**src/rtl/rob_if.sv**
```systemverilog
// rtl/rob_if.sv - rename/dispatch/writeback/commit bundle for the reorder buffer
interface rob_if #(
   parameter int TAG_WIDTH = 3
);
   typedef struct packed {
      logic                 we;
      logic [4:0]           addr;
      logic [TAG_WIDTH-1:0] tag;
      logic [31:0]          data;
   } prf_commit_write_port_t;

   logic [1:0]             rob_alloc_req;
   logic                   rob_alloc_en;
   logic [1:0]             rob_alloc_gnt;
   logic [TAG_WIDTH-1:0]   rob_tag0;
   logic [TAG_WIDTH-1:0]   rob_tag1;

   logic [1:0]             disp_val;
   logic [TAG_WIDTH-1:0]   disp_tag0;
   logic [TAG_WIDTH-1:0]   disp_tag1;
   logic [4:0]             disp_rd0;
   logic [4:0]             disp_rd1;
   logic [1:0]             disp_has_rd;

   logic [1:0]             wb_val;
   logic [TAG_WIDTH-1:0]   wb_tag0;
   logic [TAG_WIDTH-1:0]   wb_tag1;
   logic [31:0]            wb_data0;
   logic [31:0]            wb_data1;

   prf_commit_write_port_t commit_0_write_port;
   prf_commit_write_port_t commit_1_write_port;
   logic                   rob_empty;
   logic                   rob_full;

   modport master (
      output rob_alloc_req, rob_alloc_en,
      output disp_val, disp_tag0, disp_tag1, disp_rd0, disp_rd1, disp_has_rd,
      output wb_val, wb_tag0, wb_tag1, wb_data0, wb_data1,
      input  rob_alloc_gnt, rob_tag0, rob_tag1,
      input  commit_0_write_port, commit_1_write_port, rob_empty, rob_full
   );

   modport slave (
      input  rob_alloc_req, rob_alloc_en,
      input  disp_val, disp_tag0, disp_tag1, disp_rd0, disp_rd1, disp_has_rd,
      input  wb_val, wb_tag0, wb_tag1, wb_data0, wb_data1,
      output rob_alloc_gnt, rob_tag0, rob_tag1,
      output commit_0_write_port, commit_1_write_port, rob_empty, rob_full
   );
endinterface

```
**src/rtl/rob.sv**
```systemverilog
// rtl/rob.sv - two-wide circular reorder buffer with in-order dual commit
module rob #(
   parameter int TAG_WIDTH   = 3,
   parameter int ROB_ENTRIES = 2**TAG_WIDTH
) (
   input logic  clk,
   input logic  rst,
   input logic  flush,
   rob_if.slave bus
);
   localparam int CW = TAG_WIDTH + 1;

   logic [TAG_WIDTH-1:0]   head;
   logic [TAG_WIDTH-1:0]   tail;
   logic [CW-1:0]          count;
   logic [ROB_ENTRIES-1:0] valid;
   logic [ROB_ENTRIES-1:0] dispatched;
   logic [ROB_ENTRIES-1:0] done;
   logic [ROB_ENTRIES-1:0] has_rd;
   logic [4:0]             rd   [ROB_ENTRIES];
   logic [31:0]            data [ROB_ENTRIES];

   logic [TAG_WIDTH-1:0]   dtag  [2];
   logic [4:0]             drd   [2];
   logic [TAG_WIDTH-1:0]   wtag  [2];
   logic [31:0]            wdata [2];

   logic [CW-1:0]          n_req;
   logic [CW-1:0]          free;
   logic [CW-1:0]          n_alloc;
   logic [CW-1:0]          n_commit;
   logic [TAG_WIDTH-1:0]   head1;
   logic [TAG_WIDTH-1:0]   tag1;
   logic [1:0]             gnt;
   logic                   alloc_fire;
   logic                   c0;
   logic                   c1;
   logic                   kill;

   assign dtag[0]  = bus.disp_tag0;
   assign dtag[1]  = bus.disp_tag1;
   assign drd[0]   = bus.disp_rd0;
   assign drd[1]   = bus.disp_rd1;
   assign wtag[0]  = bus.wb_tag0;
   assign wtag[1]  = bus.wb_tag1;
   assign wdata[0] = bus.wb_data0;
   assign wdata[1] = bus.wb_data1;

   // grant, tag offer and commit selection, all from current state (free space is pre-commit)
   always_comb begin
      kill       = rst | flush;
      n_req      = CW'(bus.rob_alloc_req[0]) + CW'(bus.rob_alloc_req[1]);
      free       = CW'(ROB_ENTRIES) - count;
      gnt        = (free >= n_req) ? bus.rob_alloc_req : 2'b00;
      tag1       = bus.rob_alloc_req[0] ? tail + TAG_WIDTH'(1) : tail;
      alloc_fire = bus.rob_alloc_en && (gnt != 2'b00);
      n_alloc    = alloc_fire ? n_req : '0;
      head1      = head + TAG_WIDTH'(1);
      c0         = valid[head] & done[head] & ~kill;
      c1         = c0 & valid[head1] & done[head1];
      n_commit   = CW'(c0) + CW'(c1);

      bus.rob_alloc_gnt = gnt;
      bus.rob_tag0      = tail;
      bus.rob_tag1      = tag1;
      bus.rob_empty     = (count == '0);
      bus.rob_full      = (count == CW'(ROB_ENTRIES));

      bus.commit_0_write_port = '0;
      bus.commit_1_write_port = '0;
      if (c0) begin
         bus.commit_0_write_port.we   = has_rd[head] && (rd[head] != 5'd0);
         bus.commit_0_write_port.addr = rd[head];
         bus.commit_0_write_port.tag  = head;
         bus.commit_0_write_port.data = data[head];
      end
      if (c1) begin
         bus.commit_1_write_port.we   = has_rd[head1] && (rd[head1] != 5'd0);
         bus.commit_1_write_port.addr = rd[head1];
         bus.commit_1_write_port.tag  = head1;
         bus.commit_1_write_port.data = data[head1];
      end
   end

   // entry state and pointer update; later statements override earlier ones on the same entry
   always_ff @(posedge clk) begin
      if (kill) begin
         head       <= '0;
         tail       <= '0;
         count      <= '0;
         valid      <= '0;
         dispatched <= '0;
         done       <= '0;
      end else begin
         for (int i = 0; i < 2; i++) begin
            if (bus.disp_val[i] && valid[dtag[i]]) begin
               dispatched[dtag[i]] <= 1'b1;
               rd[dtag[i]]         <= drd[i];
               has_rd[dtag[i]]     <= bus.disp_has_rd[i];
            end
         end
         // port 1 first so port 0 wins on a duplicate tag
         for (int i = 1; i >= 0; i--) begin
            if (bus.wb_val[i] && valid[wtag[i]] && dispatched[wtag[i]]) begin
               done[wtag[i]] <= 1'b1;
               data[wtag[i]] <= wdata[i];
            end
         end
         if (c0) valid[head]  <= 1'b0;
         if (c1) valid[head1] <= 1'b0;
         if (alloc_fire) begin
            if (bus.rob_alloc_req[0]) begin
               valid[tail]      <= 1'b1;
               dispatched[tail] <= 1'b0;
               done[tail]       <= 1'b0;
            end
            if (bus.rob_alloc_req[1]) begin
               valid[tag1]      <= 1'b1;
               dispatched[tag1] <= 1'b0;
               done[tag1]       <= 1'b0;
            end
         end
         head  <= head + TAG_WIDTH'(n_commit);
         tail  <= tail + TAG_WIDTH'(n_alloc);
         count <= count + n_alloc - n_commit;
      end
   end
endmodule

```
**src/flat_wrapper.sv**
```systemverilog
// flat-port wrapper written by rule: the top's interface ports become plain ports
module rob_flat 
#(
   parameter int TAG_WIDTH   = 3,
   parameter int ROB_ENTRIES = 2**TAG_WIDTH
)
  (clk, rst, flush, bus_rob_alloc_req, bus_rob_alloc_en, bus_disp_val, bus_disp_tag0, bus_disp_tag1, bus_disp_rd0, bus_disp_rd1, bus_disp_has_rd, bus_wb_val, bus_wb_tag0, bus_wb_tag1, bus_wb_data0, bus_wb_data1, bus_rob_alloc_gnt, bus_rob_tag0, bus_rob_tag1, bus_commit_0_write_port, bus_commit_1_write_port, bus_rob_empty, bus_rob_full);
  rob_if #(.TAG_WIDTH(TAG_WIDTH)) bus_i ();
  input logic clk;
  input logic rst;
  input logic flush;
  input wire logic [$bits(bus_i.rob_alloc_req)-1:0] bus_rob_alloc_req;
  input wire logic [$bits(bus_i.rob_alloc_en)-1:0] bus_rob_alloc_en;
  input wire logic [$bits(bus_i.disp_val)-1:0] bus_disp_val;
  input wire logic [$bits(bus_i.disp_tag0)-1:0] bus_disp_tag0;
  input wire logic [$bits(bus_i.disp_tag1)-1:0] bus_disp_tag1;
  input wire logic [$bits(bus_i.disp_rd0)-1:0] bus_disp_rd0;
  input wire logic [$bits(bus_i.disp_rd1)-1:0] bus_disp_rd1;
  input wire logic [$bits(bus_i.disp_has_rd)-1:0] bus_disp_has_rd;
  input wire logic [$bits(bus_i.wb_val)-1:0] bus_wb_val;
  input wire logic [$bits(bus_i.wb_tag0)-1:0] bus_wb_tag0;
  input wire logic [$bits(bus_i.wb_tag1)-1:0] bus_wb_tag1;
  input wire logic [$bits(bus_i.wb_data0)-1:0] bus_wb_data0;
  input wire logic [$bits(bus_i.wb_data1)-1:0] bus_wb_data1;
  output wire logic [$bits(bus_i.rob_alloc_gnt)-1:0] bus_rob_alloc_gnt;
  output wire logic [$bits(bus_i.rob_tag0)-1:0] bus_rob_tag0;
  output wire logic [$bits(bus_i.rob_tag1)-1:0] bus_rob_tag1;
  output wire logic [$bits(bus_i.commit_0_write_port)-1:0] bus_commit_0_write_port;
  output wire logic [$bits(bus_i.commit_1_write_port)-1:0] bus_commit_1_write_port;
  output wire logic [$bits(bus_i.rob_empty)-1:0] bus_rob_empty;
  output wire logic [$bits(bus_i.rob_full)-1:0] bus_rob_full;
  assign bus_i.rob_alloc_req = bus_rob_alloc_req;
  assign bus_i.rob_alloc_en = bus_rob_alloc_en;
  assign bus_i.disp_val = bus_disp_val;
  assign bus_i.disp_tag0 = bus_disp_tag0;
  assign bus_i.disp_tag1 = bus_disp_tag1;
  assign bus_i.disp_rd0 = bus_disp_rd0;
  assign bus_i.disp_rd1 = bus_disp_rd1;
  assign bus_i.disp_has_rd = bus_disp_has_rd;
  assign bus_i.wb_val = bus_wb_val;
  assign bus_i.wb_tag0 = bus_wb_tag0;
  assign bus_i.wb_tag1 = bus_wb_tag1;
  assign bus_i.wb_data0 = bus_wb_data0;
  assign bus_i.wb_data1 = bus_wb_data1;
  assign bus_rob_alloc_gnt = bus_i.rob_alloc_gnt;
  assign bus_rob_tag0 = bus_i.rob_tag0;
  assign bus_rob_tag1 = bus_i.rob_tag1;
  assign bus_commit_0_write_port = bus_i.commit_0_write_port;
  assign bus_commit_1_write_port = bus_i.commit_1_write_port;
  assign bus_rob_empty = bus_i.rob_empty;
  assign bus_rob_full = bus_i.rob_full;
  rob #(.TAG_WIDTH(TAG_WIDTH), .ROB_ENTRIES(ROB_ENTRIES)) u_core (.clk(clk), .rst(rst), .flush(flush), .bus(bus_i));
endmodule
```
**config.mk**
```make
export PLATFORM = sky130hd
export DESIGN_NAME = rob_flat
export DESIGN_NICKNAME = d
export VERILOG_FILES = /design/src/rtl/rob_if.sv /design/src/rtl/rob.sv /design/src/flat_wrapper.sv
export SDC_FILE = /design/constraint.sdc
export NUM_CORES = 1
export LEC_CHECK = 0
export CORE_UTILIZATION = 53
export CTS_CLUSTER_DIAMETER = 80
export DETAILED_ROUTE_END_ITERATION = 8
export HOLD_SLACK_MARGIN = 0.1
export PLACE_DENSITY = 0.77
export SLEW_MARGIN = 20
export SYNTH_ARGS = -nofsm -noshare
export SYNTH_HDL_FRONTEND = slang
export SYNTH_SLANG_ARGS = --single-unit
```
**constraint.sdc**
```tcl
create_clock -name clk -period 3.44 [get_ports clk]
set_clock_uncertainty 0.2 [all_clocks]
set_input_delay 0.688 -clock clk [delete_from_list [all_inputs] [get_ports clk]]
set_output_delay 0.688 -clock clk [all_outputs]
set_load 0.1 [all_outputs]
```
==> results_tabular.tex <==
\begin{tabular}{lr}
\hline
Metric & Value \\
\hline
\multicolumn{2}{l}{\textbf{Run status}} \\
\quad Run status & finished with violations \\
\quad Violated checks & setup timing \\
\multicolumn{2}{l}{\textbf{Layout}} \\
\quad Area growth, synth to finish & 36.8\% \\
\quad Total number of nets in the final design & around 1900 \\
\quad Number of fill cells in the layout & approximately 2400 \\
\quad Layout cell share with drive strength beyond 1 & between 40 and 50\% \\
\quad Post-route cell area & 28300 sq um \\
\quad Number of standard cells in the final layout excluding fillers & between 2000 and 2500 \\
\quad Final design utilization & roughly 74\% \\
\multicolumn{2}{l}{\textbf{Worst setup path}} \\
\quad Crit. path cell count & 10 \\
\quad Top Family by Delay on Critical Path & buffers and inverters \\
\quad Crit path from & u\_core.head[0] \\
\quad Data required time at the worst endpoint & between 2 and 3 ns \\
\quad CP Launch Type & flop \\
\quad Count of buffer and inverter cells on the critical path & 4 \\
\quad Highest fanout seen on the critical path & 5 \\
\quad Crit path capture type & primary output \\
\quad Category of the critical setup timing path & flop to primary output \\
\quad Critical path's largest stage delay & around 0.54 ns \\
\quad Capturing point of the worst reg2reg path & u\_core.count[3] \\
\quad Cell mode on critical path & sky130\_fd\_sc\_hd\_\_buf\_12 \\
\quad Slowest cell on crit path & sky130\_fd\_sc\_hd\_\_mux4\_2 \\
\quad Register-to-Register Setup Slack & -0.22 ns \\
\quad Reg-to-reg startpoint & u\_core.head[0] \\
\quad Depth of the worst register-to-register path & 17 \\
\quad Cell chain of the critical path & ha\_4 > xnor2\_4 > mux4\_2 > mux2i\_1 > buf\_4 > nand3\_4 > buf\_12 > buf\_16 > a21oi\_4 > buf\_12 \\
\quad CP arrival & roughly 3.1 ns \\
\quad CP endpoint & bus\_commit\_1\_write\_port[14] \\
\multicolumn{2}{l}{\textbf{Die}} \\
\quad Number of placement rows & 72 \\
\quad Vert. Die Dim & between 150 and 200 um \\
\quad Starting utilization of the core area & between 50\% and 60\% \\
\quad I/O pin count & 190 \\
\quad Core ar. & 38600 sq um \\
\quad Die Span X & about 200 um \\
\quad Die Footprint & around 40000 sq um \\
\multicolumn{2}{l}{\textbf{Placed design}} \\
\quad Number of buffer cells added on primary ports & between 150 and 200 \\
\quad Placed Instances & roughly 2200 \\
\quad HPWL after detailed placement & between 30000 and 40000 um \\
\quad Final weighted congestion in routability-driven placement & between 0.9 and 1 \\
\quad Placed standard-cell area & 25700 sq um \\
\multicolumn{2}{l}{\textbf{STA}} \\
\quad Achievable clock frequency & between 200 and 300 MHz \\
\quad Max-slew violations & 0 \\
\quad Post-route minimum period & 3.96 ns \\
\quad Final critical-path setup slack & -0.520 ns \\
\quad Number of hold-slack violations in the final timing report & 0 \\
\quad Setup TNS & -27.75 ns \\
\quad RSZ-0062 raised after global routing & true \\
\quad Setup Viol. Count Final & 84 \\
\quad Worst-case headroom to the max-slew limit & roughly 43\% \\
\quad Final period utilization & 115\% \\
\quad Slew at the pin closest to its max-slew limit & 0.848 ns \\
\multicolumn{2}{l}{\textbf{Synthesis}} \\
\quad Seq/Total Area, Yosys & between 40 and 50\% \\
\quad Most numerous cell types in the synthesized netlist & sky130\_fd\_sc\_hd\_\_edfxtp\_1, sky130\_fd\_sc\_hd\_\_mux2\_2, sky130\_fd\_sc\_hd\_\_nand2\_1 \\
\quad Post-synthesis instance area & between 20000 and 25000 sq um \\
\quad Average cell area after synthesis & $\sim$14 sq um \\
\quad Async S/R FF share, synth & 0\% \\
\quad Number of nets produced by synthesis & around 1600 \\
\quad Number of flops mapped to enable cells by yosys & just over 300 \\
\quad Number of unique standard cell types used by synthesis & slightly below 70 \\
\quad Number of synthesis warnings & 0 \\
\quad Flop and latch count out of synthesis & $\sim$340 \\
\quad Cell taking the most area after synthesis & sky130\_fd\_sc\_hd\_\_edfxtp\_1 \\
\quad Synth area leaders & sky130\_fd\_sc\_hd\_\_edfxtp\_1, sky130\_fd\_sc\_hd\_\_mux4\_2, sky130\_fd\_sc\_hd\_\_mux2\_2 \\
\quad Count leader, synth & sky130\_fd\_sc\_hd\_\_edfxtp\_1 \\
\quad Most used DFF post-synth & sky130\_fd\_sc\_hd\_\_edfxtp\_1 \\
\quad Portion of synthesized cell area occupied by the leading cell type & 44.1\% \\
\quad Cell count after synthesis & between 1500 and 2000 \\
\multicolumn{2}{l}{\textbf{Global routing}} \\
\quad Via count of the first global-routing pass & 16100 \\
\quad Largest net degree at the start of global routing & 43 \\
\quad Global-route wire length before repair & 98100 um \\
\quad Number of antenna violations at the first check in global routing & 5 \\
\quad Total global routing track utilization & between 30\% and 40\% \\
\quad Overflow left after global routing & 0 \\
\multicolumn{2}{l}{\textbf{Drt}} \\
\quad Total wirelength of the detailed-routed design & roughly 68000 um \\
\quad DRT Pass-1 Iters & 5 \\
\quad \# DRC & 0 \\
\quad Count of vias placed by the detailed router & about 16000 \\
\quad Via-to-Cell Ratio & about 6.7 \\
\quad Drt initial violations & between 1500 and 2000 \\
\quad WL/cell & around 29 um \\
\quad Routed Antenna Nets & 0 \\
\multicolumn{2}{l}{\textbf{Worst hold path}} \\
\quad Hold-critical path depth & 2 \\
\quad Hold Crit Class & flop to flop \\
\multicolumn{2}{l}{\textbf{Clock network}} \\
\quad CTS tree & yes \\
\quad Number of buffers inserted during clock tree synthesis & 38 \\
\quad Hold bufs inserted after CTS & 0 \\
\quad CTS clock-pin slew for the worst setup and hold paths & about 0.06 ns \\
\quad H-Tree Level Count & 2 \\
\quad CTS root buf & sky130\_fd\_sc\_hd\_\_clkbuf\_16 \\
\quad Clock sinks & approximately 340 \\
\quad Source-to-sink clock delay at the later pin of the worst-skew pair & 0.53 ns \\
\quad Maximum buffer depth of the clock tree & 3 \\
\multicolumn{2}{l}{\textbf{Flow run}} \\
\quad Max-capacitance violation count & 0 \\
\multicolumn{2}{l}{\textbf{Power}} \\
\quad Static Leak & between 9 and 10 nW \\
\quad Total power of the final layout & a little over 9 mW \\
\quad VDD IR-drop max & roughly 0.00032 V \\
\quad P per Cell Area & 327 nW/um\^{}2 \\
\hline
\end{tabular}
[power by group]
part,total [mW],internal [mW],switching (mW)
Sequential,4.49,4.48,0.0104
Clock,4.04,2.31,1.72
Combinational,0.741,0.358,0.383
[worst min path at each step]
stage | startpoint | endpoint | slack, ns
after global routing | u_core.dispatched[4] | u_core.dispatched[4] | 0.30
after CTS | u_core.dispatched[4] | u_core.dispatched[4] | 0.29
after global placement | u_core.done[6] | u_core.done[6] | 0.27
after floorplan | u_core.dispatched[4] | u_core.dispatched[4] | 0.24
after detailed placement | u_core.dispatched[4] | u_core.dispatched[4] | 0.28
final | u_core.dispatched[4] | u_core.dispatched[4] | 0.29
[timing repair]
action | 4_1_cts | 5_1_grt
pin swaps | 6 | 18
gates cloned | 12 | 3
setup endpoints to repair | 85 | 86
buffers inserted | 23 | 25
hold endpoints to repair | 0 | 0
resized for setup | 72 | 75
[routing by layer]
metal,part of all wire [%],up-vias,global-route usage [%]
met2,50,1066,57.0
met1,36,7929,41.5
li1,-,6571,-
met5,0,-,0
met3,9.2,250,4.95
met4,5.0,0,17.4
[tightest hold or removal path, stage by stage, from the launching register on]
cell                      delay [ns]
sky130_fd_sc_hd__dfxtp_1        0.33
sky130_fd_sc_hd__inv_1          0.06
sky130_fd_sc_hd__a21oi_1        0.05
[kinds of logic (layout without fill, tap and decap cells)]
logic type               Yosys count  in the layout  share of synthesized area (%)
XOR/XNOR                          11             11                          0.465
adder cells (fa/ha/maj)           19             19                           1.22
AO/OA/AOI/OAI                    173            173                           5.12
multiplexers                     489            489                           34.8
other                              0              6                              0
buffers and inverters            133            478                           3.01
flip-flops                       338            338                           47.3
AND/OR/NAND/NOR                  338            338                           8.02
[through the flow]
step | setup WS (ns) | hold slack [ns]
floorplan | -0.663 | 0.238
global placement | -0.432 | 0.273
detailed placement | -0.544 | 0.277
CTS | -0.404 | 0.286
global route | -0.514 | 0.299
finish | -0.520 | 0.285
[final cells by class]
cell class              instances  area (sq um)  share of cell area (%)
repair buffers                384          5190                    18.3
diodes                          6          15.0                  0.0530
multi-input cells            1030         11300                    40.0
clock inverters                24           224                   0.790
clock buffers                  44           993                    3.51
flip-flops and latches        338          9820                    34.6
well taps                     518           648                    2.29
inverters                      26           104                   0.366
[cells in the final DEF (no fill, tap or decap), types with 9 or more instances in the layout]
master / n
sky130_fd_sc_hd__edfxtp_1: 304
sky130_fd_sc_hd__mux2_2: 261
sky130_fd_sc_hd__nand2_1: 162
sky130_fd_sc_hd__mux4_2: 155
sky130_fd_sc_hd__buf_12: 125
sky130_fd_sc_hd__buf_4: 122
sky130_fd_sc_hd__clkdlybuf4s50_1: 95
sky130_fd_sc_hd__a21oi_4: 56
sky130_fd_sc_hd__mux2_1: 42
sky130_fd_sc_hd__clkbuf_16: 41
sky130_fd_sc_hd__nor2_1: 34
sky130_fd_sc_hd__dfxtp_1: 31
sky130_fd_sc_hd__a21oi_1: 28
sky130_fd_sc_hd__mux2i_1: 27
sky130_fd_sc_hd__nand3_1: 24
sky130_fd_sc_hd__inv_1: 20
sky130_fd_sc_hd__o21a_1: 14
sky130_fd_sc_hd__buf_16: 13
sky130_fd_sc_hd__nor2b_1: 12
sky130_fd_sc_hd__buf_6: 12
sky130_fd_sc_hd__nor3_1: 11
sky130_fd_sc_hd__nand4_1: 11
sky130_fd_sc_hd__and2_1: 10
sky130_fd_sc_hd__a21o_1: 10
sky130_fd_sc_hd__ha_1: 10
sky130_fd_sc_hd__o21ai_0: 9
sky130_fd_sc_hd__a21oi_2: 9
sky130_fd_sc_hd__clkinv_2: 9
sky130_fd_sc_hd__nor2_4: 9
sky130_fd_sc_hd__buf_8: 9
[registers in the layout, indices dropped and copies added (netlist names)]
| signal | count |
|---|---|
| u_core.data | 256 |
| u_core.rd | 40 |
| u_core.dispatched | 8 |
| u_core.done | 8 |
| u_core.has_rd | 8 |
| u_core.valid | 8 |
| u_core.count | 4 |
| u_core.bus.rob_tag0 | 3 |
| u_core.head | 3 |
(Power assumes the default switching activity.)
